===== src/rtl/conv2d_2_bram_reader.sv =====
// conv2d_2_bram_reader
//   Read-only port-B initiator for the Conv2D_2 dual-port block RAM. A start
//   command reads len consecutive 32-bit words beginning at a byte base address
//   and streams them out over valid/ready with a last flag. Reads are issued
//   only when the output FIFO is guaranteed to have room for the returning
//   word, so the FIFO can never overflow.
// Ports
//   clk, rst            : clock, synchronous active-high reset
//   start/base_addr/len : command (sampled only while busy=0)
//   busy, done          : command in progress, 1-cycle completion pulse
//   m_data/m_valid/m_ready/m_last : output word stream
//   BRAM_PORTB_0_*      : BRAM port B (registered en/addr, we/din tied to 0)
module conv2d_2_bram_reader #(
   parameter int READ_LAT   = 1,
   parameter int FIFO_DEPTH = 4,
   parameter int LEN_W      = 16
) (
   input  logic             clk,
   input  logic             rst,
   input  logic             start,
   input  logic [31:0]      base_addr,
   input  logic [LEN_W-1:0] len,
   output logic             busy,
   output logic             done,
   output logic [31:0]      m_data,
   output logic             m_valid,
   input  logic             m_ready,
   output logic             m_last,
   output logic [31:0]      BRAM_PORTB_0_addr,
   output logic             BRAM_PORTB_0_clk,
   output logic [31:0]      BRAM_PORTB_0_din,
   input  logic [31:0]      BRAM_PORTB_0_dout,
   output logic             BRAM_PORTB_0_en,
   output logic [3:0]       BRAM_PORTB_0_we
);

   localparam int PW = (FIFO_DEPTH > 1) ? $clog2(FIFO_DEPTH) : 1;
   localparam int CW = $clog2(FIFO_DEPTH + READ_LAT + 2) + 1;

   typedef enum logic [1:0] {
      S_IDLE  = 2'd0,
      S_ISSUE = 2'd1,
      S_DRAIN = 2'd2
   } state_t;

   state_t             state_q;
   logic               busy_q, done_q, en_q, en_last_q;
   logic [31:0]        addr_q, next_addr_q;
   logic [LEN_W-1:0]   issue_cnt_q;          // reads still to be issued
   logic [READ_LAT-1:0] tag_q, tag_last_q;   // one bit per read in flight inside the BRAM
   logic [32:0]        mem_q [FIFO_DEPTH];   // {last, data}
   logic [PW-1:0]      wr_ptr_q, rd_ptr_q, wr_ptr_d, rd_ptr_d;
   logic [CW-1:0]      count_q, count_d;
   logic [CW-1:0]      inflight;
   logic               push, pop, credit;

   assign BRAM_PORTB_0_clk  = clk;
   assign BRAM_PORTB_0_din  = 32'h0000_0000;
   assign BRAM_PORTB_0_we   = 4'b0000;
   assign BRAM_PORTB_0_en   = en_q;
   assign BRAM_PORTB_0_addr = addr_q;
   assign busy              = busy_q;
   assign done              = done_q;
   assign m_valid           = (count_q != {CW{1'b0}});
   assign m_data            = m_valid ? mem_q[rd_ptr_q][31:0] : 32'h0000_0000;
   assign m_last            = m_valid & mem_q[rd_ptr_q][32];

   // Credit: words already owed to the FIFO (on en or in the BRAM pipe) plus
   // words stored must leave room for one more, counting a pop this cycle.
   always_comb begin
      inflight = CW'(en_q);
      for (int i = 0; i < READ_LAT; i++) begin
         inflight = inflight + CW'(tag_q[i]);
      end
      push     = tag_q[READ_LAT-1];
      pop      = m_valid & m_ready;
      credit   = (inflight + count_q) < (CW'(FIFO_DEPTH) + CW'(pop));
      count_d  = count_q + CW'(push) - CW'(pop);
      wr_ptr_d = wr_ptr_q;
      rd_ptr_d = rd_ptr_q;
      if (push) begin
         wr_ptr_d = (wr_ptr_q == PW'(FIFO_DEPTH - 1)) ? {PW{1'b0}} : wr_ptr_q + PW'(1);
      end else begin
         wr_ptr_d = wr_ptr_q;
      end
      if (pop) begin
         rd_ptr_d = (rd_ptr_q == PW'(FIFO_DEPTH - 1)) ? {PW{1'b0}} : rd_ptr_q + PW'(1);
      end else begin
         rd_ptr_d = rd_ptr_q;
      end
   end

   // Command FSM; en/addr are registered so the first read appears the cycle after start.
   always_ff @(posedge clk) begin
      if (rst) begin
         state_q     <= S_IDLE;
         busy_q      <= 1'b0;
         done_q      <= 1'b0;
         en_q        <= 1'b0;
         en_last_q   <= 1'b0;
         addr_q      <= 32'h0000_0000;
         next_addr_q <= 32'h0000_0000;
         issue_cnt_q <= {LEN_W{1'b0}};
      end else begin
         done_q    <= 1'b0;
         en_q      <= 1'b0;
         en_last_q <= 1'b0;
         case (state_q)
            S_IDLE: begin
               // FIFO and BRAM pipe are always empty here, so the first read needs no credit check.
               if (start) begin
                  if (len == {LEN_W{1'b0}}) begin
                     done_q <= 1'b1;
                  end else begin
                     busy_q      <= 1'b1;
                     en_q        <= 1'b1;
                     addr_q      <= base_addr & 32'hFFFF_FFFC;
                     next_addr_q <= (base_addr & 32'hFFFF_FFFC) + 32'd4;
                     issue_cnt_q <= len - LEN_W'(1);
                     if (len == LEN_W'(1)) begin
                        en_last_q <= 1'b1;
                        state_q   <= S_DRAIN;
                     end else begin
                        state_q   <= S_ISSUE;
                     end
                  end
               end
            end
            S_ISSUE: begin
               if (credit) begin
                  en_q        <= 1'b1;
                  addr_q      <= next_addr_q;
                  next_addr_q <= next_addr_q + 32'd4;
                  issue_cnt_q <= issue_cnt_q - LEN_W'(1);
                  if (issue_cnt_q == LEN_W'(1)) begin
                     en_last_q <= 1'b1;
                     state_q   <= S_DRAIN;
                  end
               end
            end
            S_DRAIN: begin
               if (pop && m_last) begin
                  done_q  <= 1'b1;
                  busy_q  <= 1'b0;
                  state_q <= S_IDLE;
               end
            end
            default: begin
               state_q <= S_IDLE;
               busy_q  <= 1'b0;
            end
         endcase
      end
   end

   // Tag pipe: mirrors the BRAM read latency so dout is captured exactly when valid.
   always_ff @(posedge clk) begin
      if (rst) begin
         tag_q      <= {READ_LAT{1'b0}};
         tag_last_q <= {READ_LAT{1'b0}};
      end else begin
         tag_q[0]      <= en_q;
         tag_last_q[0] <= en_last_q;
         for (int i = 1; i < READ_LAT; i++) begin
            tag_q[i]      <= tag_q[i-1];
            tag_last_q[i] <= tag_last_q[i-1];
         end
      end
   end

   // Output FIFO; push and pop in the same cycle are both applied.
   always_ff @(posedge clk) begin
      if (rst) begin
         wr_ptr_q <= {PW{1'b0}};
         rd_ptr_q <= {PW{1'b0}};
         count_q  <= {CW{1'b0}};
         for (int i = 0; i < FIFO_DEPTH; i++) begin
            mem_q[i] <= 33'h0_0000_0000;
         end
      end else begin
         if (push) begin
            mem_q[wr_ptr_q] <= {tag_last_q[READ_LAT-1], BRAM_PORTB_0_dout};
         end
         wr_ptr_q <= wr_ptr_d;
         rd_ptr_q <= rd_ptr_d;
         count_q  <= count_d;
      end
   end

endmodule


===== config.mk =====
export PLATFORM = sky130hd
export DESIGN_NAME = conv2d_2_bram_reader
export DESIGN_NICKNAME = d
export VERILOG_FILES = /design/src/rtl/conv2d_2_bram_reader.sv
export SDC_FILE = /design/constraint.sdc
export NUM_CORES = 1
export LEC_CHECK = 0
export ABC_CLOCK_PERIOD_IN_PS = 4100
export CAP_MARGIN = 0
export CORE_MARGIN = 2
export CORE_UTILIZATION = 42
export CTS_CLUSTER_SIZE = 28
export DETAILED_ROUTE_END_ITERATION = 16
export GPL_ROUTABILITY_DRIVEN = 0
export PLACE_DENSITY = 0.69
export SLEW_MARGIN = 20
export SYNTH_ARGS = -nofsm -noshare
export SYNTH_HDL_FRONTEND = slang
export SYNTH_SLANG_ARGS = --single-unit

===== constraint.sdc =====
create_clock -name clk -period 4.1 [get_ports clk]
set_clock_uncertainty 0.1 [all_clocks]
set_input_delay 0.615 -clock clk [delete_from_list [all_inputs] [get_ports clk]]
set_output_delay 0.615 -clock clk [all_outputs]
set_load 0.05 [all_outputs]

==> results of run 1 <==
layout by cell type (no fill, tap or decap), types with 18 or more instances in the layout:
cell type | synthesis | layout
sky130_fd_sc_hd__a211oi_1 | 19 | 19
sky130_fd_sc_hd__a21oi_1 | 60 | 60
sky130_fd_sc_hd__and2_1 | 104 | 104
sky130_fd_sc_hd__and3_1 | 47 | 47
sky130_fd_sc_hd__buf_4 | 40 | 22
sky130_fd_sc_hd__clkbuf_16 | 0 | 28
sky130_fd_sc_hd__clkdlybuf4s50_1 | 0 | 148
sky130_fd_sc_hd__conb_1 | 1 | 38
sky130_fd_sc_hd__dfxtp_1 | 94 | 93
sky130_fd_sc_hd__edfxtp_1 | 132 | 132
sky130_fd_sc_hd__inv_1 | 22 | 22
sky130_fd_sc_hd__mux2i_1 | 18 | 18
sky130_fd_sc_hd__mux4_2 | 33 | 33
sky130_fd_sc_hd__nand2_1 | 128 | 127
sky130_fd_sc_hd__nand3_1 | 24 | 24
sky130_fd_sc_hd__nor2_1 | 86 | 86
sky130_fd_sc_hd__nor2b_1 | 36 | 35
sky130_fd_sc_hd__nor3_1 | 31 | 30
sky130_fd_sc_hd__o21ai_0 | 46 | 46
synth_stat cells, drive strengths merged (3+ instances only):
cell type	instances
edfxtp	132
nand2	128
and2	104
dfxtp	94
nor2	88
buf	62
a21oi	60
clkbuf	56
and3	47
o21ai	47
nor2b	36
mux4	33
nor3	33
nand3	26
mux2i	25
inv	22
a211oi	19
a311oi	16
a31oi	15
ha	15
xor2	13
mux2	11
nor4	11
a22oi	8
o2111ai	8
a21o	7
nand3b	6
nor3b	6
or2	6
or4	6
xnor2	6
nand2b	5
nand4	5
o211ai	5
o22ai	5
a21boi	4
a32oi	4
o21a	3
o2bb2ai	3
o32ai	3
or3	3
registers in the layout (all words and copies together), names as in the netlist, named ones only:
name	count
next_addr_q	30
BRAM_PORTB_0_addr	30
mem_q	132
busy	1
wr_ptr_q	2
rd_ptr_q	2
count_q	4
BRAM_PORTB_0_en	1
done	1
state_q	2
issue_cnt_q	16
tag_last_q	1
push	1
en_last_q	1
cell families after synthesis:
| family | count (synthesis) | share of synthesized area |
|---|---|---|
| compound gates | 224 | 0.121 |
| xor+xnor | 19 | 0.0134 |
| fa+ha+maj | 17 | 0.0184 |
| buf+inv | 141 | 0.0598 |
| flops | 226 | 0.472 |
| mux | 69 | 0.0948 |
| other cells | 1 | 0.000303 |
| simple gates | 516 | 0.220 |
per-layer routing:
metal  routed length [microns]  vias to the layer above  GRT usage
li1                          -                     4578          -
met1                     13400                     4607      0.258
met2                     14800                      273      0.333
met3                      1770                       48     0.0314
met4                       594                        0     0.0630
met5                         0                        -          0
how the worst min path moves through the flow:
stage	from	to	cells past startpoint
floorplan	en_last_q	tag_last_q	1
global placement	en_last_q	tag_last_q	1
detailed placement	en_last_q	tag_last_q	1
CTS	rst	push	3
global route	rst	wr_ptr_q[0]	3
finish	rst	push	3
power breakdown:
part / internal, W / switching [W] / total, W
Combinational: 0.00110 / 0.00199 / 0.00310
Clock: 0.00133 / 0.000970 / 0.00230
Sequential: 0.00264 / 0.000177 / 0.00282
per-stage QoR:
stage,power (W),utilization,std cells,setup slack [ns]
6_report,0.00822,0.517,1737,0.401
5_1_grt,0.00862,0.517,1737,0.378
4_1_cts,0.00827,0.517,1737,0.395
3_5_place_dp,0.00602,0.489,1690,0.584
3_3_place_gp,0.00598,0.489,1690,0.620
2_1_floorplan,0.00510,-,1250,0.737
final cells by class:
class                   count  share of cell area
multi-input cells         883               0.400
inverters                  23             0.00578
clock buffers              37              0.0496
repair buffers            173               0.114
flip-flops and latches    226               0.392
well taps                 384              0.0322
clock inverters            11             0.00629
critical path: cells and delay by family:
| kind | cells | cell delay (ns) |
|---|---|---|
| buffers and inverters | 3 | 0.94 |
==> results.env, run 1 <==
POSTROUTEANTENNANETS=0
FINALSETUPVIOLCOUNT=0
ROUTE.DETAILED.DRC=0
REPORT.FINAL.HOLD_VIOL_COUNT=0
GRT_PASS1_WL_MICRONS=48800
CRIT_CHAIN='clkbuf_16 > clkbuf_16 > clkdlybuf4s50_1'
ROUTED-VIA-COUNT=9506
SYNTH_AREA_LEADER_CELL='sky130_fd_sc_hd__edfxtp_1'
OUTCOME='finished, final reports clean'
INSERTION_DELAY_TO_THE_LATER_SINK_OF_THE_WORST_SKEW_PAIR_NS=0.65
AREA_OF_THE_MULTI_INPUT_GATES_SQ_UM=5970
PLACE_AREA_SQ_UM=14100
SEQ_AREA_FRAC_SYNTH=0.472
DIE_WIDTH_MICRONS=176
SYNTH_CELL_TYPES=81
PEAKVDDDROP_mV=0.309
MIN_PATH_TYPE='in2reg'
NUM_ANTENNA_CELLS=0
TIMING.FINAL.MAX_SLEW_VIOLATIONS=0
POST_DETAILED_ROUTE_VIA_TO_CELL_RATIO=5.47
GLOBALROUTE.TOTALOVERFLOW=0
DIE_HEIGHT_MICRONS=176
SYNTH_ASYNC_SR_FLOP_SHARE=0
POWER.STATIC_LEAKAGE_nW=5.62
SYNTH_FLOP_CELL='sky130_fd_sc_hd__edfxtp_1'
GRT_SETUP_UNREPAIRED='false'
CRITICAL_PATH_CLASS='clk2out'
HPWLAFTERDP_MICRONS=19400
TIMING.CRITICAL_PATH.SLOWEST_STAGE_CELL='sky130_fd_sc_hd__clkdlybuf4s50_1'
PORT_BUFFERS=149
YS.WARNINGS.COUNT=0
TOTALNEGATIVESETUPSLACK_NS=0
FINAL_LAYOUT_SIZE_SUFFIX_GT1_FRAC=0.107
TIMING.CRITICAL_PATH.MODE_CELL='sky130_fd_sc_hd__clkbuf_16'
CP.REQUIRED_NS=3.38
RRSETUPSLACK_NS=0.69
POWER_DENSITY_OVER_THE_CELLS_nW_PER_UM2=550
CTS-RESIZED-GATES=0
CRITICAL_PATH.ENDPOINT_TYPE='output port'
STD_CELL_ROWS=62
TIMING.MAX_CAP.VIOLATIONS=0
CRITICAL_PATH_ARRIVAL_NS=2.98
WORST_SLEW_MARGIN_REL=0.375
CRITICAL_PATH.REG2REG.ENDPOINT='next_addr_q[31]'
IOS=190
SYN_AVG_CELL_AREA_SQ_UM=10.2
STARTPOINT_TYPE='clock port'
CLK_PIN_SLEW_NS=0.06
POST_CTS_HOLD_BUFFER_COUNT=0
SYNTHTOPCELLSBYAREA='sky130_fd_sc_hd__edfxtp_1 32%, sky130_fd_sc_hd__dfxtp_1 15%, sky130_fd_sc_hd__mux4_2 6.0%, sky130_fd_sc_hd__and2_1 5.3%, sky130_fd_sc_hd__nand2_1 3.9%'
ANTENNA_VIOLATIONS_BEFORE_REPAIR=0
MEASURED_SLEW_AT_THE_WORST_SLEW_CHECK_PIN_NS=0.938
GLOBALROUTETOTALUTIL=0.197
CORE_REGION_AREA_SQ_UM=28900
CTS_TREE='yes'
AREA_DELTA_SYNTH_FINAL_PCT=20.5
RR_STARTPOINT='state_q[1]'
LAYOUT.AREA.SEQ_SQ_UM=5850
FIRST_GLOBAL_VIAS=9252
FIN_AREA_SQ_UM=14900
NUMBER_OF_FLOPS_MAPPED_TO_ENABLE_CELLS_BY_YOSYS=132
SYNTH-SEQ-CELLS=226
WHS_NS=0.320
TIMING.REG2REG.WORST_PATH_DEPTH=9
ROUTE.FINAL.WIRE_LENGTH_MICRONS=30600
DESIGN.DIE.AREA_SQ_UM=30900
SUMMED_INSTANCE_AREA_OF_THE_SYNTHESIZED_NETLIST_SQ_UM=12400
DETAILEDROUTE.FIRSTPASSITERATIONCOUNT=5
SYN_INST=1213
ROUTED_WIRE_LENGTH_PER_INSTANCE_MICRONS=17.6
N_FILL_CELL=2601
DRT_ITER0_DRC=664
TIMING.CRITICAL_PATH.TO='BRAM_PORTB_0_clk'
FINAL_NET_COUNT=1437
YOSYSTOPAREACELLSHARE=0.320
GRT_START_MAX_NET_PINS=93
CTS_POST_SETUP_BUFFERS_INSERTED=0
TIMING.CRITICAL_PATH.SLOWEST_CELL_DELAY_NS=0.69
START_UTIL=0.429
TIMING.CRITICAL_PATH.FANOUT_MAX=2
WORSTSETUPSTARTPOINT='clk'
No activity file was read; power rests on OpenSTA's default activity.
==> run 2, diff against run 1 <==
- CORE_MARGIN: 2 -> unset
==> run 2 against run 1 <==
Clock power is 7% higher. Core utilization is 0.36 points higher. Critical path depth stayed put. Worst hold slack better by 0.026 ns. Non-clock buffer count is 4 higher. Worst setup slack worse by 0.0015 ns. Power is 1.9% higher. Routed wire length is 1.2% lower. Register-to-register slack worse by 0.11 ns. Global-route usage is 0.56 points higher. Sequential cell count stayed put. Combinational power hardly changed. Critical endpoint unchanged. Largest cell class unchanged. Largest power group unchanged.
==> results.env, run 2 (synthesis results as in run 1) <==
OUTCOME='finished, final reports clean'
LAYOUT.AREA.SEQ_SQ_UM=5850
ROUTE.DETAILED.DRC=0
TIMING.CRITICAL_PATH.MODE_CELL='sky130_fd_sc_hd__clkbuf_16'
GLOBALROUTE.TOTALOVERFLOW=0
FINAL_NET_COUNT=1442
POST_DETAILED_ROUTE_VIA_TO_CELL_RATIO=5.48
RRSETUPSLACK_NS=0.58
CTS-RESIZED-GATES=0
IOS=190
GLOBALROUTETOTALUTIL=0.202
TOTALNEGATIVESETUPSLACK_NS=0
NUM_ANTENNA_CELLS=0
INSERTION_DELAY_TO_THE_LATER_SINK_OF_THE_WORST_SKEW_PAIR_NS=0.64
POWER.STATIC_LEAKAGE_nW=5.67
GRT_PASS1_WL_MICRONS=49000
ROUTED_WIRE_LENGTH_PER_INSTANCE_MICRONS=17.3
WORST_SLEW_MARGIN_REL=0.503
CLK_PIN_SLEW_NS=0.06
FIN_AREA_SQ_UM=15000
FINALSETUPVIOLCOUNT=0
CRITICAL_PATH.ENDPOINT_TYPE='output port'
TIMING.CRITICAL_PATH.SLOWEST_CELL_DELAY_NS=0.69
POST_CTS_HOLD_BUFFER_COUNT=0
DIE_HEIGHT_MICRONS=174
FIRST_GLOBAL_VIAS=9380
CTS_TREE='yes'
ROUTED-VIA-COUNT=9556
ANTENNA_VIOLATIONS_BEFORE_REPAIR=1
CTS_POST_SETUP_BUFFERS_INSERTED=0
TIMING.CRITICAL_PATH.SLOWEST_STAGE_CELL='sky130_fd_sc_hd__clkdlybuf4s50_1'
PLACE_AREA_SQ_UM=14100
LAYOUT.CELLS.MOST_COMMON_LIST='148 x sky130_fd_sc_hd__clkdlybuf4s50_1, 132 x sky130_fd_sc_hd__edfxtp_1, 127 x sky130_fd_sc_hd__nand2_1'
ROUTE.FINAL.WIRE_LENGTH_MICRONS=30200
MIN_PATH_TYPE='reg2reg'
TIMING.FINAL.MAX_SLEW_VIOLATIONS=0
MOSTFREQUENTLAYOUTCELL='sky130_fd_sc_hd__clkdlybuf4s50_1'
N_FILL_CELL=2593
LARGEST_REG_FLOPS=132
TIMING.MAX_CAP.VIOLATIONS=0
POSTROUTEANTENNANETS=0
CORE_REGION_AREA_SQ_UM=28900
FINAL_LAYOUT_SIZE_SUFFIX_GT1_FRAC=0.109
POWER_DENSITY_OVER_THE_CELLS_nW_PER_UM2=557
REPORT.FINAL.HOLD_VIOL_COUNT=0
DETAILEDROUTE.FIRSTPASSITERATIONCOUNT=5
TIMING.CRITICAL_PATH.BUF_INV=3
DRT_ITER0_DRC=691
CP.REQUIRED_NS=3.38
HPWLAFTERDP_MICRONS=19500
AREA_OF_THE_MULTI_INPUT_GATES_SQ_UM=5970
DIE_WIDTH_MICRONS=174
MEASURED_SLEW_AT_THE_WORST_SLEW_CHECK_PIN_NS=0.746
REGISTER_WITH_THE_MOST_FLIP_FLOPS='mem_q'
TIMING.CRITICAL_PATH.FANOUT_MAX=2
AREA_DELTA_SYNTH_FINAL_PCT=21.3
GRT_SETUP_UNREPAIRED='false'
CRIT_CHAIN='clkbuf_16 > clkbuf_16 > clkdlybuf4s50_1'
STD_CELL_ROWS=62
STARTPOINT_TYPE='clock port'
PORT_BUFFERS=149
CRITICAL_PATH_CLASS='clk2out'
PEAKVDDDROP_mV=0.448
CRITICAL-PATH-TOP-DELAY-FAMILY='buffers and inverters'
DESIGN.DIE.AREA_SQ_UM=30200
GRT_START_MAX_NET_PINS=93
CRITICAL_PATH_ARRIVAL_NS=2.99
START_UTIL=0.429
-- run 2: worst register-to-register path, stage by stage (launching register included) --
cell and delay [ns]:
sky130_fd_sc_hd__dfxtp_1 0.37, sky130_fd_sc_hd__inv_1 0.07, sky130_fd_sc_hd__fa_1 0.40, sky130_fd_sc_hd__inv_1 0.08, sky130_fd_sc_hd__ha_1 0.23, sky130_fd_sc_hd__nand3b_1 0.16, sky130_fd_sc_hd__o21ai_0 0.48, sky130_fd_sc_hd__nand3_1 0.14
sky130_fd_sc_hd__buf_4 0.23, sky130_fd_sc_hd__nand2_2 0.10, sky130_fd_sc_hd__buf_12 0.34, sky130_fd_sc_hd__o21ai_0 0.20, sky130_fd_sc_hd__a221oi_1 0.39, sky130_fd_sc_hd__a211oi_1 0.09
-- run 2: final timing paths --
path | depth (start not counted) | from | end
min reg2reg | 1 | en_last_q | tag_last_q
min | 1 | en_last_q | tag_last_q
max reg2reg | 13 | count_q[0] | next_addr_q[31]
max | 3 | clk | BRAM_PORTB_0_clk
-- run 2: final cells by class --
class / instances / area share
multi-input cells: 883 / 0.398
clock inverters: 13 / 0.00949
flip-flops and latches: 226 / 0.389
repair buffers: 177 / 0.115
well taps: 384 / 0.0320
clock buffers: 38 / 0.0510
inverters: 23 / 0.00574
-- run 2: power by group --
| part | leakage, nW | internal (W) | switching, W |
|---|---|---|---|
| clock | 0.439 | 0.00149 | 0.000964 |
| combinational | 3.09 | 0.00111 | 0.00198 |
| sequential | 2.14 | 0.00264 | 0.000188 |
-- run 2: metal layers --
metal	wire, microns	global-route usage	vias to the layer above
met2	15000	0.359	330
met1	12500	0.252	4578
met5	0	0	-
li1	-	-	4598
met3	2160	0.0303	50
met4	594	0.0662	0
-- run 2: stage by stage --
step                      worst slack, ns   util  std cells  hold WS (ns)  total power (W)
after floorplan                     0.737      -       1250         0.314          0.00510
after global placement              0.663  0.490       1694         0.324          0.00598
after detailed placement            0.611  0.490       1694         0.325          0.00602
after CTS                           0.392  0.521       1744         0.353          0.00843
after global routing                0.295  0.521       1744         0.374          0.00878
final                               0.399  0.521       1744         0.346          0.00837
